$ cat src/rtl/uart_rx_fifo.sv
`default_nettype none
// ============================================================================
// Module      : uart_rx_fifo
// Description : Receive byte buffer placed directly after the UART receiver.
//               Captures each byte on the receiver's single-cycle write strobe
//               into a circular buffer. The buffer presents first-word-fall-
//               through read data, registered occupancy and full/empty flags,
//               and a sticky overrun flag that records dropped bytes.
//
// Ports       : clk            system clock, rising edge
//               rst_n          asynchronous active-low reset
//               i_wr           write strobe (one-cycle pulse from receiver)
//               i_data         received byte, valid with i_wr
//               i_rd           pop request from consumer
//               o_data         head-of-queue byte, 0 when empty
//               o_valid        o_data holds a byte (== ~o_empty)
//               o_empty        occupancy is zero
//               o_full         occupancy is DEPTH
//               o_count        occupancy, 0..DEPTH
//               o_overrun      sticky: a write was dropped while full
//               i_clr_overrun  clears o_overrun (a same-cycle set wins)
//               o_irq          (only with UART_RX_FIFO_IRQ_EN) registered
//                              (count >= THRESH) | overrun
//
// Options     : define UART_RX_FIFO_IRQ_EN to add the o_irq output.
//
// Revision    : 1.0 - initial release
// ============================================================================
module uart_rx_fifo #(
    parameter int DATA_W = 8,
    parameter int DEPTH  = 16,
    parameter int ADDR_W = 4,
    parameter int THRESH = 8
) (
    input  logic              clk,
    input  logic              rst_n,
    input  logic              i_wr,
    input  logic [DATA_W-1:0] i_data,
    input  logic              i_rd,
    output logic [DATA_W-1:0] o_data,
    output logic              o_valid,
    output logic              o_empty,
    output logic              o_full,
    output logic [ADDR_W:0]   o_count,
    output logic              o_overrun,
    input  logic              i_clr_overrun
`ifdef UART_RX_FIFO_IRQ_EN
    ,
    output logic              o_irq
`endif
);

    localparam logic [ADDR_W:0] c_depth = (ADDR_W+1)'(DEPTH);

    // Storage (not reset; contents are don't-care until written)
    logic [DATA_W-1:0] r_mem [DEPTH];

    // Pointers carry one extra wrap bit above the storage index
    logic [ADDR_W:0] r_wr_ptr;
    logic [ADDR_W:0] r_rd_ptr;
    logic [ADDR_W:0] r_count;
    logic            r_empty;
    logic            r_full;
    logic            r_overrun;

    logic            w_rd_acc;
    logic            w_wr_acc;
    logic            w_drop;
    logic [ADDR_W:0] w_wr_ptr_nxt;
    logic [ADDR_W:0] w_rd_ptr_nxt;
    logic [ADDR_W:0] w_count_nxt;
    logic            w_overrun_nxt;

    // A pop is honoured only when a byte is present. A write is honoured
    // when there is room, or when a same-cycle pop frees the head slot.
    assign w_rd_acc = i_rd & ~r_empty;
    assign w_wr_acc = i_wr & (~r_full | w_rd_acc);
    assign w_drop   = i_wr & r_full & ~w_rd_acc;

    assign w_wr_ptr_nxt = r_wr_ptr + {{ADDR_W{1'b0}}, w_wr_acc};
    assign w_rd_ptr_nxt = r_rd_ptr + {{ADDR_W{1'b0}}, w_rd_acc};

    // Modular pointer difference is the occupancy, including the wrap bit
    assign w_count_nxt  = w_wr_ptr_nxt - w_rd_ptr_nxt;

    // Set takes priority over clear
    assign w_overrun_nxt = w_drop | (r_overrun & ~i_clr_overrun);

    always_ff @(posedge clk or negedge rst_n) begin
        if (!rst_n) begin
            r_wr_ptr  <= '0;
            r_rd_ptr  <= '0;
            r_count   <= '0;
            r_empty   <= 1'b1;
            r_full    <= 1'b0;
            r_overrun <= 1'b0;
        end else begin
            r_wr_ptr  <= w_wr_ptr_nxt;
            r_rd_ptr  <= w_rd_ptr_nxt;
            r_count   <= w_count_nxt;
            r_empty   <= (w_wr_ptr_nxt == w_rd_ptr_nxt);
            r_full    <= (w_wr_ptr_nxt[ADDR_W-1:0] == w_rd_ptr_nxt[ADDR_W-1:0]) &&
                         (w_wr_ptr_nxt[ADDR_W] != w_rd_ptr_nxt[ADDR_W]);
            r_overrun <= w_overrun_nxt;
        end
    end

    always_ff @(posedge clk) begin
        if (w_wr_acc) begin
            r_mem[r_wr_ptr[ADDR_W-1:0]] <= i_data;
        end
    end

    // Fall-through head: gated by the registered empty flag so that an
    // asynchronous reset forces o_data to zero without a clock edge.
    assign o_data    = r_empty ? '0 : r_mem[r_rd_ptr[ADDR_W-1:0]];
    assign o_valid   = ~r_empty;
    assign o_empty   = r_empty;
    assign o_full    = r_full;
    assign o_count   = r_count;
    assign o_overrun = r_overrun;

`ifdef UART_RX_FIFO_IRQ_EN
    localparam logic [ADDR_W:0] c_thresh = (ADDR_W+1)'(THRESH);

    logic r_irq;

    always_ff @(posedge clk or negedge rst_n) begin
        if (!rst_n) begin
            r_irq <= 1'b0;
        end else begin
            r_irq <= (w_count_nxt >= c_thresh) | w_overrun_nxt;
        end
    end

    assign o_irq = r_irq;
`endif

    // c_depth documents the full occupancy value; referenced to keep the
    // relationship between DEPTH and ADDR_W visible in one place.
    logic w_unused_depth;
    assign w_unused_depth = (c_depth == '0);

endmodule
`default_nettype wire

$ cat config.mk
export PLATFORM = sky130hd
export DESIGN_NAME = uart_rx_fifo
export DESIGN_NICKNAME = d
export VERILOG_FILES = /design/src/rtl/uart_rx_fifo.sv
export SDC_FILE = /design/constraint.sdc
export NUM_CORES = 1
export LEC_CHECK = 0
export CORE_MARGIN = 10
export CORE_UTILIZATION = 45
export DETAILED_ROUTE_END_ITERATION = 6
export PLACE_DENSITY = 0.68
export SLEW_MARGIN = 30
export SYNTH_ARGS = -nofsm -noshare
export SYNTH_HDL_FRONTEND = slang
export SYNTH_SLANG_ARGS = --single-unit
$ cat constraint.sdc
create_clock -name clk -period 3.5 [get_ports clk]
set_input_delay 0.7 -clock clk [delete_from_list [all_inputs] [get_ports clk]]
set_output_delay 0.7 -clock clk [all_outputs]
set_load 0.01 [all_outputs]
==> impl_metrics.tcl <==
set metrics [dict create \
    fillers 976 \
    worstSetupEndpointType "output pin" \
    die_w_microns 135 \
    rsz0062_at_grt "false" \
    hp-class "reg2reg" \
    worst_slack_ns 0.184 \
    tightestPinTransition_ns 0.771 \
    setup_violations 0 \
    synth-xor-area-share 0.0148 \
    grt_pass1_vias 2955 \
    synth_compound_area_frac 0.0131 \
    p_seq_frac 0.379 \
    cp_slowest_cell "mux4_1" \
    drv_cap 0 \
    fin_worst_skew_ns 0.0114 \
    final_cell_mix "edfxtp_1 (128), mux4_1 (29), clkdlybuf4s50_1 (29)" \
    grt_max_degree 35 \
    gp_congestion 0.745 \
    slew_violations 0 \
    synthMuxAreaShare 0.167 \
    cp_num_cells 5 \
    power_w 0.00614 \
    critical_path_buf_inv_count 2 \
    worst_path_largest_cell_delay_ns 0.61 \
    seq_area_frac_synth 0.726 \
    vias 2844 \
    coreArea_sq_um 12800 \
    worst-setup-path-type "reg2out" \
    pwr-share-clk 0.267 \
    cts_buffers 17 \
    worst_setup_path_start_kind "flop" \
    drtIter0Drc 221 \
    finalCritPeriodShare 0.948 \
    ys_ff_latch 146 \
    n_antenna_cell 0 \
    comb_power_share 0.354 \
    p_leak_nw 2.53 \
    place_ws_ns 0.376 \
    netlist_area_sq_um 5920 \
    drcViolationCount 0 \
    num_rows 41 \
    initial_core_util 0.463 \
    cp.required_ns 2.80 \
    switching_power_w 0.00190 \
    synth_nets 316 \
    hold_violations 0 \
    syn2layout_area_growth_pct 19.1 \
    io_buffers 29 \
    clock_sinks 146 \
    grt_pass1_wl_microns 17300 \
    worstPathMaxFanout 32 \
    synth_area_leaders "edfxtp_1 (65%), mux4_1 (13%), dfrtp_1 (7.2%)" \
    cts_tree "yes" \
    synth_top_family_by_area "multiplexers" \
    clockBufferDepth 2 \
    nNetsFinal 369 \
    cts_resized 0 \
    avgSynthCellArea_sq_um 20.2 \
    synth_cell_types 31 \
    crit_family "multiplexers" \
    grtUsageTotal 0.130 \
    wl_microns 10900 \
    ctsHoldBuffers 0 \
    layout-drive-gt1-share 0.148 \
    clk_latency_ns 0.41 \
    regToRegSetupSlack_ns 0.89 \
    die_h_microns 135 \
    path_clk_slew_ns 0.06 \
    overflow 0 \
    dp_hpwl_microns 6910 \
    htree_num_levels 4 \
    rr_worst_depth 12 \
    status "finished, final reports clean" \
    dr.pass1.iters 4 \
    io_pins 30 \
    max_clock_freq_mhz 302 \
    crit_arrival_ns 2.62 \
    synth_top_area_frac 0.649 \
    layout_commonest_cell "edfxtp_1" \
    die-area_sq_um 18100 \
    antenna_found_initial 0 \
    yosysTopAreaCell "edfxtp_1" \
    clockRootBuffer "clkbuf_16" \
    fin_tns_setup_ns 0 \
    wl_per_cell_microns 20.6 \
    p_int_w 0.00424 \
    post_cts_buffers 0 \
    synthAdderAreaFrac 0.0224 \
    fin_crit_ns 3.32 \
    hold_ws_ns 0.518 \
    fin_util 0.552 \
    p_per_area_nw_per_um2 871 \
    viasPerCell 5.36 \
    swShare 0.309 \
    synth_cells 293 \
    crit_chain "buf_12 -> mux4_1 -> mux2i_1 -> o22ai_1 -> clkdlybuf4s50_1" \
    slew_headroom 0.484 \
    yosys.area_share.simple 0.0313 \
    yosys_warnings 0 \
    max-vdd-ir-drop_mv 0.316 \
    min_path_cells 2 \
    ant_nets 0 \
]
-- per-stage QoR --
stage               area (sq um)  cells
floorplan                   5920    293
global placement            6500    499
detailed placement          6500    499
CTS                         7050    531
global route                7050    531
finish                      7050    531
-- registers in the layout (all words and copies together) (netlist names) --
name	cells
r_mem	128
o_count	5
o_empty	1
o_full	1
r_wr_ptr	5
o_overrun	1
r_rd_ptr	5
-- final timing paths --
check,end,startpoint
worst max-delay path,o_data[7],r_rd_ptr[0]
worst min-delay path,r_wr_ptr[4],r_wr_ptr[4]
worst max register to register,o_count[4],o_empty
max in group asynchronous,o_count[0],rst_n
min in group asynchronous,r_wr_ptr[3],rst_n
worst min register to register,r_wr_ptr[4],r_wr_ptr[4]
-- metal layers --
layer,global-route usage,share of wire,routed length [microns],up-vias
met5,0,0,0,-
met1,0.172,0.43,4660,1462
li1,-,-,-,1307
met4,0.0508,0.0058,63,0
met3,0.0360,0.059,643,2
met2,0.199,0.51,5560,73
-- power by group through the flow --
stage | clock [W] | combinational, W | sequential [W]
2_1_floorplan | 0 | 0.00146 | 0.00230
6_report | 0.00164 | 0.00217 | 0.00233
5_1_grt | 0.00176 | 0.00240 | 0.00236
3_5_place_dp | 0 | 0.00221 | 0.00237
4_1_cts | 0.00168 | 0.00222 | 0.00233
3_3_place_gp | 0 | 0.00219 | 0.00235
-- kinds of logic after synthesis --
| kind of cell | Yosys count |
|---|---|
| XOR/XNOR | 10 |
| buffers and inverters | 29 |
| adder cells (fa/ha/maj) | 10 |
| AO/OA/AOI/OAI | 13 |
| multiplexers | 48 |
| AND/OR/NAND/NOR | 37 |
| flip-flops | 146 |
-- worst register-to-register path: stages, from the launching register on --
cell,delay [ns]
dfstp_2,0.55
nand2b_1,0.15
nand2_1,0.06
nand2_1,0.17
inv_1,0.13
ha_1,0.23
ha_1,0.32
inv_1,0.06
fa_1,0.43
inv_1,0.09
a21o_1,0.11
a21oi_1,0.07
xnor2_1,0.12
-- synth_stat cells (all sizes together) --
cell / number
edfxtp: 128
mux4: 32
dfrtp: 17
mux2i: 16
inv: 15
buf: 12
nor2: 11
ha: 9
o22ai: 8
nand3: 6
nand2: 5
xnor2: 5
xor2: 5
nand2b: 3
nor3: 3
nor4: 3
a21oi: 2
clkbuf: 2
nand3b: 2
o21ai: 2
a21o: 1
and2: 1
dfstp: 1
fa: 1
nand4: 1
nor4b: 1
or2: 1
-- layout make-up --
cell class | instances | area (sq um) | share of cell area
clock buffers | 19 | 433 | 0.0614
well taps | 172 | 215 | 0.0305
clock inverters | 13 | 110 | 0.0156
flip-flops and latches | 146 | 4300 | 0.610
inverters | 15 | 56.3 | 0.00799
repair buffers | 48 | 458 | 0.0650
multi-input cells | 118 | 1480 | 0.210
(Power assumes the default switching activity.)
